### config.mk
export PLATFORM = sky130hd
export DESIGN_NAME = stopwatch_core
export DESIGN_NICKNAME = d
export VERILOG_FILES = /design/src/rtl/stopwatch_core.sv
export SDC_FILE = /design/constraint.sdc
export NUM_CORES = 1
export LEC_CHECK = 0
export ABC_AREA = 0
export BUFFER_PORTS_ARGS = -buffer_cell sky130_fd_sc_hd__buf_2
export CORE_MARGIN = 8
export CORE_UTILIZATION = 35
export DETAILED_ROUTE_END_ITERATION = 8
export GPL_TIMING_DRIVEN = 1
export PLACE_DENSITY = 0.64
export SLEW_MARGIN = 20
export SYNTH_ARGS = -nofsm -noshare
export SYNTH_HDL_FRONTEND = slang
export SYNTH_SLANG_ARGS = --single-unit
### constraint.sdc
create_clock -name clk -period 3.2 [get_ports clk]
set_clock_uncertainty 0.15 [all_clocks]
set_input_delay 0.16 -clock clk [delete_from_list [all_inputs] [get_ports clk]]
set_output_delay 0.16 -clock clk [all_outputs]
set_load 0.02 [all_outputs]
### src/rtl/stopwatch_core.sv
// stopwatch_core: hh:mm:ss:cc stopwatch timebase + RUN/STOP/CLEAR control, optional lap hold (STOPWATCH_LAP_EN).
// Latency: o_time updates on the edge that consumes a tick; o_running/o_lap_hold one edge after their pulse.
// Backpressure: none; single-cycle button pulses are consumed in the cycle they arrive.
module stopwatch_core #(
   parameter int CLK_FREQ_HZ = 100_000_000,
   parameter int TICK_HZ     = 100,
   parameter int HOUR_MAX    = 24
) (
   input  logic        clk,
   input  logic        rst,
   input  logic        i_run_stop,
   input  logic        i_clear,
   input  logic        i_mode,
   input  logic        i_lap,
   output logic [31:0] o_time,
   output logic        o_running,
   output logic        o_lap_hold
);

   localparam int DIV   = CLK_FREQ_HZ / TICK_HZ;
   localparam int DIV_W = (DIV > 2) ? $clog2(DIV) : 1;
   localparam logic [DIV_W-1:0] DIV_LAST  = DIV_W'(DIV - 1);
   localparam logic [7:0]       HOUR_LAST = 8'(HOUR_MAX - 1);

   typedef enum logic [1:0] {ST_STOP, ST_RUN, ST_CLEAR} state_t;

   state_t           state_q;
   logic             running_q;
   logic [DIV_W-1:0] div_q, div_d;
   logic [7:0]       hour_q, min_q, sec_q, csec_q;
   logic [7:0]       hour_d, min_d, sec_d, csec_d;
   logic             tick;
   logic [31:0]      live_time;

   // Tick fires on the divider's terminal count, and only while running.
   assign tick      = (state_q == ST_RUN) && (div_q == DIV_LAST);
   assign live_time = {hour_q, min_q, sec_q, csec_q};
   assign o_running = running_q;

   // Control FSM; o_running is registered alongside the state.
   always_ff @(posedge clk or posedge rst) begin
      if (rst) begin
         state_q   <= ST_STOP;
         running_q <= 1'b0;
      end else begin
         case (state_q)
            ST_STOP: begin
               if (i_clear) begin
                  state_q <= ST_CLEAR;
               end else if (i_run_stop) begin
                  state_q   <= ST_RUN;
                  running_q <= 1'b1;
               end
            end
            ST_RUN: begin
               if (i_run_stop) begin
                  state_q   <= ST_STOP;
                  running_q <= 1'b0;
               end
            end
            ST_CLEAR: begin
               state_q <= ST_STOP;
            end
            default: begin
               state_q   <= ST_STOP;
               running_q <= 1'b0;
            end
         endcase
      end
   end

   // Divider advances only in RUN and keeps its phase across STOP; CLEAR rewinds it.
   always_comb begin
      div_d = div_q;
      if (state_q == ST_CLEAR) begin
         div_d = '0;
      end else if (state_q == ST_RUN) begin
         div_d = tick ? '0 : div_q + 1'b1;
      end
   end

   // Carry/borrow chain across csec/sec/min/hour; each field is compared to its limit before stepping.
   always_comb begin
      csec_d = csec_q;
      sec_d  = sec_q;
      min_d  = min_q;
      hour_d = hour_q;
      if (state_q == ST_CLEAR) begin
         csec_d = '0;
         sec_d  = '0;
         min_d  = '0;
         hour_d = '0;
      end else if (tick && !i_mode) begin
         if (csec_q == 8'd99) begin
            csec_d = '0;
            if (sec_q == 8'd59) begin
               sec_d = '0;
               if (min_q == 8'd59) begin
                  min_d  = '0;
                  hour_d = (hour_q == HOUR_LAST) ? 8'd0 : hour_q + 8'd1;
               end else begin
                  min_d = min_q + 8'd1;
               end
            end else begin
               sec_d = sec_q + 8'd1;
            end
         end else begin
            csec_d = csec_q + 8'd1;
         end
      end else if (tick && i_mode) begin
         if (csec_q == 8'd0) begin
            csec_d = 8'd99;
            if (sec_q == 8'd0) begin
               sec_d = 8'd59;
               if (min_q == 8'd0) begin
                  min_d  = 8'd59;
                  hour_d = (hour_q == 8'd0) ? HOUR_LAST : hour_q - 8'd1;
               end else begin
                  min_d = min_q - 8'd1;
               end
            end else begin
               sec_d = sec_q - 8'd1;
            end
         end else begin
            csec_d = csec_q - 8'd1;
         end
      end
   end

   // Divider and time-field registers.
   always_ff @(posedge clk or posedge rst) begin
      if (rst) begin
         div_q  <= '0;
         csec_q <= '0;
         sec_q  <= '0;
         min_q  <= '0;
         hour_q <= '0;
      end else begin
         div_q  <= div_d;
         csec_q <= csec_d;
         sec_q  <= sec_d;
         min_q  <= min_d;
         hour_q <= hour_d;
      end
   end

`ifdef STOPWATCH_LAP_EN
   logic        hold_q;
   logic [31:0] snap_q;

   // Lap hold: RUN pulses toggle and snapshot the pre-edge time; STOP pulses or entering CLEAR release.
   always_ff @(posedge clk or posedge rst) begin
      if (rst) begin
         hold_q <= 1'b0;
         snap_q <= '0;
      end else if (state_q == ST_STOP && i_clear) begin
         hold_q <= 1'b0;
      end else if (state_q == ST_RUN && i_lap) begin
         hold_q <= ~hold_q;
         if (!hold_q) begin
            snap_q <= live_time;
         end
      end else if (state_q == ST_STOP && i_lap) begin
         hold_q <= 1'b0;
      end
   end

   assign o_time     = hold_q ? snap_q : live_time;
   assign o_lap_hold = hold_q;
`else
   logic unused_lap;

   assign unused_lap = i_lap;
   assign o_time     = live_time;
   assign o_lap_hold = 1'b0;
`endif

endmodule
After elaboration in Yosys (flattened, before gate mapping):

Index checks and enable logic that the tools add are counted.

* register bits: 55
* bits of input ports: 6
* word-level logic and storage cells: 93

* add/subtract/negate cells: 9
* eq/ne operators: 14
* muxes and demuxes: 43
* bitwise operators: 1
* reduce and logical (&&, ||, !) cells: 19

Operator list (count)
* 8-bit two-way mux: 32
* 20-bit two-way mux: 3
* 8-bit by 1-bit adder with 8-bit output (second input constant): 4
* 8-bit zero test: 4
* 8-bit by 1-bit subtractor with 8-bit output (second input constant): 4
* 20-bit by 1-bit adder with 20-bit output (second input constant): 1
* 20-bit == test (second input constant): 1
* 8-bit by 6-bit == test with 1-bit output (second input constant): 2
* 3-bit nonzero test: 4
* 3-bit by 2-bit != test with 1-bit output (second input constant): 3
* 8-bit by 5-bit == test with 1-bit output (second input constant): 1
* 8-bit by 7-bit == test with 1-bit output (second input constant): 1
* 7-bit AND reduction: 1
* 2-bit two-way mux: 3
* 2-bit != test (second input constant): 3
* 5-bit AND reduction: 1
* 2-bit case mux with 2 select lines: 1
* 4-bit AND reduction: 1
* 1-bit logical AND: 3
* 1-bit two-way mux: 3
* 3-bit != test (second input constant): 1
* 1-bit case mux with 3 select lines: 1
* 3-bit AND reduction: 1
* 2-bit by 1-bit == test with 1-bit output (second input constant): 1
* other kinds (6): 6

Depth between registers and ports, before layout:

Gate-level depths: netlist of run 1.

* depth after elaboration: 8
* depth in mapped cells: 11

Least setup slack after synthesis of run 1:

No wires, ideal clock.

* path kind: reg2reg
* from: reg sec_q[0]
* to: reg hour_q[3]
* setup time: 128 ps
* data arrival time: 2700 ps
* required time: 2922 ps
* path slack: 223 ps
* cell stages (with the launch flop): 9
* buffers on the path: 0
* cell sequence: dfrtp_1 inv_1 ha_1 or4b_2 nor4_2 mux2_2 a21oi_2 o21bai_4 mux2_1

* longest elaborated chain between the ends: 3
* elaborated cells on any way between the ends: 5
* classes of those cells: 2 x eq/ne; 3 x reduce/logical

RTL lines
* start, declared: RTL line 30 `logic [7:0] hour_q, min_q, sec_q, csec_q;`
* start signal, assigned: RTL line 135 `sec_q <= '0;`
* start signal, assigned: RTL line 141 `sec_q <= sec_d;`
* 8-bit by 6-bit == test with 1-bit output / 8-bit zero test (equally long branches): RTL line 96, 113
* 3-bit by 2-bit != test with 1-bit output (no line) / 3-bit nonzero test (equally long branches)
* 7-bit AND reduction (no line) *
* end signal, assigned: RTL line 143 `hour_q <= hour_d;`
* end, declared: RTL line 30

Mark *: on every way between the ends. The rest lies on a longest branch, timed or not.
A chain may end at the register's enable or synchronous reset.

Final worst setup path of run 1:

* from: reg div_q[13]
* to: reg min_q[2]

* longest elaborated chain between the ends: 5
* elaborated cells on any way between the ends: 12
* classes of those cells: 3 x eq/ne; 2 x mux; 7 x reduce/logical

RTL lines
* start, declared: RTL line 29 `logic [DIV_W-1:0] div_q, div_d;`
* start signal, assigned: RTL line 139 `div_q <= div_d;`
* 20-bit == test *: RTL line 36 `assign tick = (state_q == ST_RUN) && (div_q == DIV_LAST);`
* 1-bit logical AND *: RTL line 36
* 1-bit logical AND (on tied branches): RTL line 93, 110
* 3-bit by 2-bit != test with 1-bit output (no line) (tied with other cells)
* 5-bit AND reduction (no line) / 8-bit two-way mux (equally long branches)
* end signal, assigned: RTL line 142 `min_q <= min_d;`
* end, declared: RTL line 30

Marks and branches as above.

==> impl_metrics.py, run 1 <==
metrics = {
    "sta": {
        "relSlewSlack_pct": 49.6,
        "fin_crit_sh_pct": 93.5,
        "tightestPinTransition_ps": 747,
        "min_period_ps": 2990,
        "finalWorstSetupSlack_ps": 208,
        "rsz0062_at_grt": "false",
        "setup_viol": 0,
        "finalHoldViolCount": 0,
        "setup_tns_ps": 0,
        "timing.fmax_mhz": 334,
        "slew_violations": 0,
    },
    "placed_design": {
        "gp_congestion": 0.854,
        "placed_cell_area_um2": 4610,
        "dpl_worst_slack_ps": 159,
        "place_hpwl_mm": 8.08,
        "numPortBuffers": 37,
    },
    "worst_setup_path": {
        "crit_fanout": 14,
        "path_class": "reg2reg",
        "critPathRequiredTime_ps": 3220,
        "cp-start-kind": "flip-flop",
        "reg2reg_depth": 8,
        "worstPathArrival_ps": 3020,
        "end_kind": "flip-flop",
    },
    "logic_synthesis": {
        "syn_nets": 539,
        "synthCells": 517,
        "syn_area_um2": 4230,
        "yosysTopAreaCellShare_pct": 32.5,
        "yosysTopAreaCell": "dfrtp_1",
        "synth_flop_cell": "dfrtp_1",
        "synth.most_common_cell": "dfrtp_1",
        "synth_area_leaders": "dfrtp_1 33%, ha_1 4.7%, nand2_1 4.3%",
        "synth_commonest_cells": "55 x dfrtp_1, 48 x nand2_1, 45 x nor2_1",
        "avgSynthCellArea_um2": 8.18,
        "synth.distinct_cells": 75,
        "synth_seq_area_share_pct": 32.5,
        "yosysWarnings": 0,
        "synth_edf_count": 0,
        "ys_seq_elements": 55,
        "async_flop_share_pct": 100,
    },
    "power_and_ir_drop": {
        "peakVddDrop_mv": 0.338,
        "p_leak_nw": 2.02,
        "p_per_area_nw_per_um2": 737,
    },
    "routing": {
        "top_layer": "met4",
        "vias": 4033,
        "wl_mm": 11.2,
        "drt-met1-wl_mm": 5.17,
        "dr.first_iter.drc_count": 335,
        "drt_first_pass_iters": 5,
        "avgRoutedWirePerCell_um": 16.2,
        "avgViaCountPerCell": 5.80,
        "postRouteAntennaNets": 0,
        "drc": 0,
        "wl_met2_mm": 5.53,
        "routed-wl-met3_um": 464,
    },
    "layout": {
        "final_area_um2": 4760,
        "drive_gt1_share_pct": 16.1,
        "antennaDiodeCount": 0,
        "fillerInstances": 1195,
        "synthToLayoutAreaGrowth_pct": 12.6,
        "fin_nets": 569,
    },
    "grt": {
        "grt_max_degree": 35,
        "grt_pass1_wl_mm": 19.0,
        "track_usage_pct": 14.0,
        "grt_pass1_vias": 3866,
        "grt_overflow": 0,
        "antenna_found_initial": 0,
    },
    "status": {
        "outcome": "finished clean",
    },
    "cts": {
        "insertion_delay_ps": 290,
        "cts_tree": "built",
        "clockRootBuffer": "clkbuf_16",
        "clockBufferDepth": 2,
        "clock-sinks": 55,
        "cts-htree-levels": 2,
        "numCtsBuffers": 5,
        "clk_pin_slew_worst_paths_ps": 70,
        "cts_setup_buffers": 0,
    },
    "floorplan": {
        "io_pins": 40,
        "coreArea_um2": 11900,
        "fp.dieH_um": 126,
        "die_width_um": 126,
        "start_util_pct": 35.5,
        "fp.dieArea_um2": 15900,
        "rows": 40,
    },
    "min_path": {
        "hold_class": "in2reg",
        "hold_depth": 3,
    },
    "flow_run": {
        "maxCapViolations": 0,
    },
}
==> cell type report <==
type	instances	area [µm²]	share of cell area, %
Clock inverter	3	20.0	0.420
Sequential cell	55	1380	28.9
Inverter	20	75.1	1.58
Tap cell	147	184	3.86
Timing Repair Buffer	61	368	7.72
Clock buffer	5	125	2.63
Multi-Input combinational cell	404	2620	54.9
==> through the flow <==
step	instances	hold WS, ps	power (W)	utilization, %
6_report	695	16.7	0.00351	40.0
5_1_grt	695	33.3	0.00379	40.0
4_1_cts	695	15.3	0.00353	40.0
3_5_place_dp	686	153	0.00297	38.7
3_3_place_gp	686	141	0.00291	38.7
2_1_floorplan	517	192	0.00246	-
==> worst max-delay path, stage by stage (launching register included) <==
cell and delay [ps]:
dfrtp_1 430, or4b_1 540, or4_4 530, nor3_2 200, buf_4 210, buf_4 220, mux2i_1 120, or2_0 220
o41ai_1 250
==> per-layer routing <==
metal  up-vias  track usage [%]
li1       1959                -
met4         0             2.83
met2        90             24.1
met1      1975             17.5
met5         -                0
met3         9             3.04
==> timing repair <==
| item | 4_1_cts | 5_1_grt |
|---|---|---|
| hold buffers | 1 | 0 |
| resized for setup | 0 | 1 |
| setup endpoints to repair | 0 | 2 |
| hold endpoints to repair | 28 | 0 |
==> flip-flops by register name, summed over array words and instances (netlist names) <==
register and cells:
csec_q 8, o_running 1, div_q 20, min_q 8, state_q 2, sec_q 8, hour_q 8
==> worst paths after layout <==
kind	endpoint	from	slack, ps
worst max-delay path	min_q[2]	div_q[13]	210
worst min-delay path	state_q[0]	i_clear	20
worst max register to register	min_q[2]	div_q[13]	210
worst min register to register	div_q[3]	div_q[3]	380
max in group asynchronous	div_q[6]	rst	1710
min in group asynchronous	div_q[13]	rst	360
==> cells in the final DEF (no fill, tap or decap), types with 6 or more instances in the layout <==
cell / instances
nor3b_1: 6
and2_1: 6
ha_1: 16
or3_1: 11
o21ai_0: 34
a211oi_1: 8
xnor2_1: 11
buf_2: 37
inv_1: 19
dfrtp_1: 55
nor4_1: 12
mux2_2: 7
mux2i_1: 7
a21oi_1: 19
buf_4: 23
o31ai_1: 8
nor2_1: 45
xor2_1: 10
nand2_1: 48
nand3_1: 23
nor3_1: 29
and3_1: 11
==> report_power, final <==
group          switching (W)  internal [W]
Combinational        0.00112      0.000747
Clock               0.000256      0.000289
Sequential          0.000259      0.000846
Total                0.00163       0.00188
==> kinds of logic after synthesis <==
kind of cell	count (synthesis)	share of synthesized area [%]
xor+xnor	21	4.35
compound gates	120	19.7
simple gates	230	28.8
other cells	1	0.0886
flops	55	32.5
fa+ha+maj	16	4.73
mux	16	4.05
buf+inv	58	5.71
Power figures use the tool's default switching activity.
==> run 2, diff against run 1 <==
- PLACE_DENSITY: 0.64 -> not set
==> impl_metrics.py, run 2 (synthesized netlist as in run 1, its figures left out) <==
metrics = {
    "min_path": {
        "hold_class": "in2reg",
        "hold_depth": 3,
        "holdCritStartpoint": "i_clear",
        "hold_end": "state_q[0]",
    },
    "layout": {
        "drive_gt1_share_pct": 16.5,
        "top_register": "div_q",
        "largest_reg_flops": 20,
        "antennaDiodeCount": 0,
        "final_common_cell": "dfrtp_1",
        "final_cell_mix": "55 x dfrtp_1, 48 x nand2_1, 45 x nor2_1",
        "fillerInstances": 1233,
        "synthToLayoutAreaGrowth_pct": 13.6,
        "fin_nets": 573,
    },
    "sta": {
        "setup_viol": 0,
        "relSlewSlack_pct": 51.5,
        "tightestPinTransition_ps": 725,
        "slew_violations": 0,
        "worst_hold_slack_ps": 26.7,
        "fin_crit_sh_pct": 93.7,
        "min_period_ps": 3000,
        "rsz0062_at_grt": "false",
        "finalHoldViolCount": 0,
        "timing.fmax_mhz": 334,
        "setup_tns_ps": 0,
    },
    "worst_setup_path": {
        "reg2reg_slack_ps": 200,
        "cpPeakStageDelay_ps": 550,
        "r2r-start": "div_q[12]",
        "path_cells": "or4b_1, or4_4, nor3_2, buf_4, mux2_2, a211o_1, a22o_1",
        "worstPathArrival_ps": 3040,
        "crit_fanout": 12,
        "cp-start-kind": "flip-flop",
        "critPathRequiredTime_ps": 3240,
        "crit_slowest_cell": "or4b_1",
        "worstReg2RegEnd": "hour_q[6]",
        "end_kind": "flip-flop",
        "reg2reg_depth": 7,
        "crit_path_start": "div_q[12]",
        "critPathBufInv": 1,
        "path_class": "reg2reg",
        "cp_top_family": "simple AND/OR/NAND/NOR gates",
    },
    "routing": {
        "postRouteAntennaNets": 0,
        "avgRoutedWirePerCell_um": 16.2,
        "avgViaCountPerCell": 5.69,
        "dr.first_iter.drc_count": 311,
        "wl_mm": 11.3,
        "vias": 3976,
        "drt_first_pass_iters": 4,
        "drc": 0,
    },
    "grt": {
        "antenna_found_initial": 0,
        "track_usage_pct": 14.3,
        "grt_pass1_wl_mm": 19.2,
        "grt_max_degree": 41,
        "grt_overflow": 0,
        "grt_pass1_vias": 3885,
    },
    "floorplan": {
        "coreArea_um2": 11900,
        "fp.dieH_um": 126,
        "fp.dieArea_um2": 15900,
        "die_width_um": 126,
        "io_pins": 40,
        "start_util_pct": 35.5,
        "rows": 40,
    },
    "placed_design": {
        "gp_congestion": 0.860,
        "numPortBuffers": 37,
        "place_hpwl_mm": 8.14,
    },
    "power_and_ir_drop": {
        "p_int_w": 0.00196,
        "power_frac_clock_pct": 16.6,
        "p_sw_w": 0.00161,
        "seqPwrFrac_pct": 30.9,
        "p_leak_nw": 2.05,
        "p_per_area_nw_per_um2": 742,
        "switching_share_pct": 45.1,
        "peakVddDrop_mv": 0.240,
        "p_comb_share_pct": 52.4,
    },
    "cts": {
        "clk_pin_slew_worst_paths_ps": 70,
        "insertion_delay_ps": 300,
        "numCtsBuffers": 5,
        "clock-sinks": 55,
        "cts_setup_buffers": 0,
        "clockRootBuffer": "clkbuf_16",
        "clockBufferDepth": 2,
        "cts_tree": "built",
        "cts-htree-levels": 2,
    },
    "status": {
        "outcome": "finished clean",
    },
    "flow_run": {
        "maxCapViolations": 0,
    },
}
run 2: layout make-up:
cell class	instances	area, µm²	share of cell area, %
clock buffer	8	156	3.25
inverter	20	75.1	1.56
multi-input combinational	404	2620	54.5
sequential	55	1380	28.6
tap	147	184	3.83
timing repair buffer	65	398	8.28
run 2: timing repair:
action	in CTS	in global routing
setup endpoints to repair	0	1
endpoints found under the hold margin	15	0
gates resized for setup	0	1
hold buffers	1	0
run 2: per-layer routing:
layer	vias up	track usage, %	wire length (µm)
met2	80	24.7	5460
met4	0	4.25	130
met3	11	2.91	599
met1	1922	17.6	5130
met5	-	0	0
li1	1963	-	-
run 2: per-stage QoR:
stage / std cells / instance area (µm²) / worst slack (ps) / utilization [%] / total power, W
final: 699 / 4810 / 202 / 40.4 / 0.00357
after detailed placement: 690 / 4640 / 181 / 38.9 / 0.00299
after CTS: 699 / 4800 / 173 / 40.3 / 0.00360
after global placement: 690 / 4640 / 224 / 38.9 / 0.00294
after global routing: 699 / 4810 / 42.3 / 40.4 / 0.00385
after floorplan: 517 / 4230 / 223 / - / 0.00246
run 2: worst max path at each step:
stage,to,cells after the start
global placement,min_q[3],7
floorplan,hour_q[3],8
CTS,csec_q[6],7
global route,min_q[2],8
finish,hour_q[6],7
detailed placement,csec_q[6],7
run 2: power groups by stage:
stage	registers [W]	clock network (W)	logic, W
4_1_cts	0.00110	0.000612	0.00188
6_report	0.00110	0.000593	0.00187
3_3_place_gp	0.00110	0	0.00184
2_1_floorplan	0.00114	0	0.00132
5_1_grt	0.00114	0.000635	0.00207
3_5_place_dp	0.00111	0	0.00188
run 2: worst reg2reg max path, delay by kind of cell, from the launching register on:
| kind | cells | cell delay (ps) |
|---|---|---|
| and+or+nand+nor | 3 | 1270 |
| AOI/OAI and AO/OA | 2 | 470 |
| DFF | 1 | 420 |
| muxes | 1 | 350 |
| buffers and inverters | 1 | 230 |
==> run 3, diff against run 2 <==
- BUFFER_PORTS_ARGS: -buffer_cell sky130_fd_sc_hd__buf_2 -> -buffer_cell sky130_fd_sc_hd__clkbuf_2
==> impl_metrics.py, run 3 (synthesized netlist as in run 1, its figures left out) <==
metrics = {
    "layout": {
        "antennaDiodeCount": 0,
        "fin_nets": 574,
        "largest_reg_flops": 20,
        "synthToLayoutAreaGrowth_pct": 14.2,
        "drive_gt1_share_pct": 16.6,
        "final_cell_mix": "55 x dfrtp_1, 48 x nand2_1, 44 x nor2_1",
        "top_register": "div_q",
        "final_common_cell": "dfrtp_1",
    },
    "grt": {
        "grt_overflow": 0,
        "gr-usage-met1_pct": 17.8,
        "grt_pass1_vias": 4097,
        "antenna_found_initial": 0,
        "track_usage_pct": 14.7,
        "grt_max_degree": 30,
        "use_met2_pct": 25.0,
        "met3_usage_pct": 2.74,
        "grt_pass1_wl_mm": 19.7,
        "top_usage_layer": "met2",
    },
    "sta": {
        "setup_viol": 0,
        "timing.fmax_mhz": 335,
        "worst_hold_slack_ps": 47.3,
        "setup_tns_ps": 0,
        "slew_violations": 0,
        "min_period_ps": 2980,
        "finalWorstSetupSlack_ps": 217,
        "rsz0062_at_grt": "false",
        "fin_crit_sh_pct": 93.2,
        "relSlewSlack_pct": 55.1,
        "tightestPinTransition_ps": 673,
        "finalHoldViolCount": 0,
    },
    "flow_run": {
        "maxCapViolations": 0,
    },
    "routing": {
        "drc": 0,
        "vias": 4074,
        "dr.first_iter.drc_count": 352,
        "avgRoutedWirePerCell_um": 16.1,
        "wl_mm": 11.3,
        "drt_first_pass_iters": 5,
        "avgViaCountPerCell": 5.82,
        "postRouteAntennaNets": 0,
    },
    "power_and_ir_drop": {
        "p_per_area_nw_per_um2": 741,
        "p_leak_nw": 2.04,
        "peakVddDrop_mv": 0.449,
    },
    "status": {
        "outcome": "finished clean",
    },
    "worst_setup_path": {
        "crit_fanout": 8,
        "reg2reg_depth": 8,
        "end_kind": "flip-flop",
        "path_class": "reg2reg",
        "critPathRequiredTime_ps": 3240,
        "r2r-start": "div_q[0]",
        "crit_path_start": "div_q[0]",
        "worstPathArrival_ps": 3020,
        "cp-start-kind": "flip-flop",
    },
    "floorplan": {
        "io_pins": 40,
        "rows": 40,
        "coreArea_um2": 11900,
        "die_width_um": 126,
        "fp.dieArea_um2": 15900,
        "start_util_pct": 35.5,
        "fp.dieH_um": 126,
    },
    "cts": {
        "clk_pin_slew_worst_paths_ps": 70,
        "clockBufferDepth": 2,
        "numCtsBuffers": 5,
        "cts-htree-levels": 2,
        "insertion_delay_ps": 310,
        "cts_tree": "built",
        "clockRootBuffer": "clkbuf_16",
        "clock-sinks": 55,
    },
    "min_path": {
        "hold_class": "in2reg",
        "holdCritStartpoint": "i_run_stop",
        "hold_depth": 3,
    },
    "placed_design": {
        "place_hpwl_mm": 8.19,
        "numPortBuffers": 37,
        "gp_congestion": 0.860,
        "dpl_worst_slack_ps": 183,
    },
}
[run 3: changes by cell type in the layout (fill, tap and decap cells not counted), sizes merged]
cell / before / now
clkbuf: 8 / 45
buf: 64 / 27
dlygate4sd3: 1 / 2
[run 3: cell type report]
class	count	area, µm²
clock buffer	8	156
fill	1236	7080
inverter	20	75.1
multi-input combinational	404	2620
sequential	55	1380
tap	147	184
timing repair buffer	66	420
[run 3: per-stage QoR]
step	cell area, µm²	power, W	instances	utilization (%)
floorplan	4230	0.00246	517	-
global placement	4650	0.00295	690	39.0
detailed placement	4650	0.00299	690	39.0
CTS	4820	0.00361	700	40.5
global route	4830	0.00386	700	40.6
finish	4830	0.00358	700	40.6
[run 3: report_power, final]
| part | switching, W | internal (W) | leakage (nW) |
|---|---|---|---|
| clock network | 0.000261 | 0.000334 | 0.0772 |
| registers | 0.000260 | 0.000846 | 0.728 |
| logic | 0.00110 | 0.000777 | 1.24 |
[run 3: path summary, 6_finish.rpt]
path / end / slack (ps)
setup reg to reg: hour_q[2] / 220
min in group asynchronous: o_running / 300
hold / removal: state_q[0] / 50
hold reg to reg: div_q[3] / 380
max in group asynchronous: hour_q[4] / 1750
setup / recovery: hour_q[2] / 220
[run 3: critical path, cell delays in order (launching register included)]
cell	delay, ps
dfrtp_1	410
ha_1	230
nand3_1	110
buf_4	160
or4_1	680
a211oi_4	390
a21oi_2	130
o21bai_4	270
mux2_1	330
[run 3: routing by layer]
metal	up-vias	routed length, µm
li1	1967	-
met1	1998	5080
met2	96	5490
met3	13	517
met4	0	190
met5	-	0
[run 3: repair_timing]
item / CTS / global route
setup endpoints to repair: 0 / 3
gates resized for setup: 0 / 3
hold buffers: 2 / 0
hold endpoints to repair: 27 / 0
buffers inserted: 0 / 0
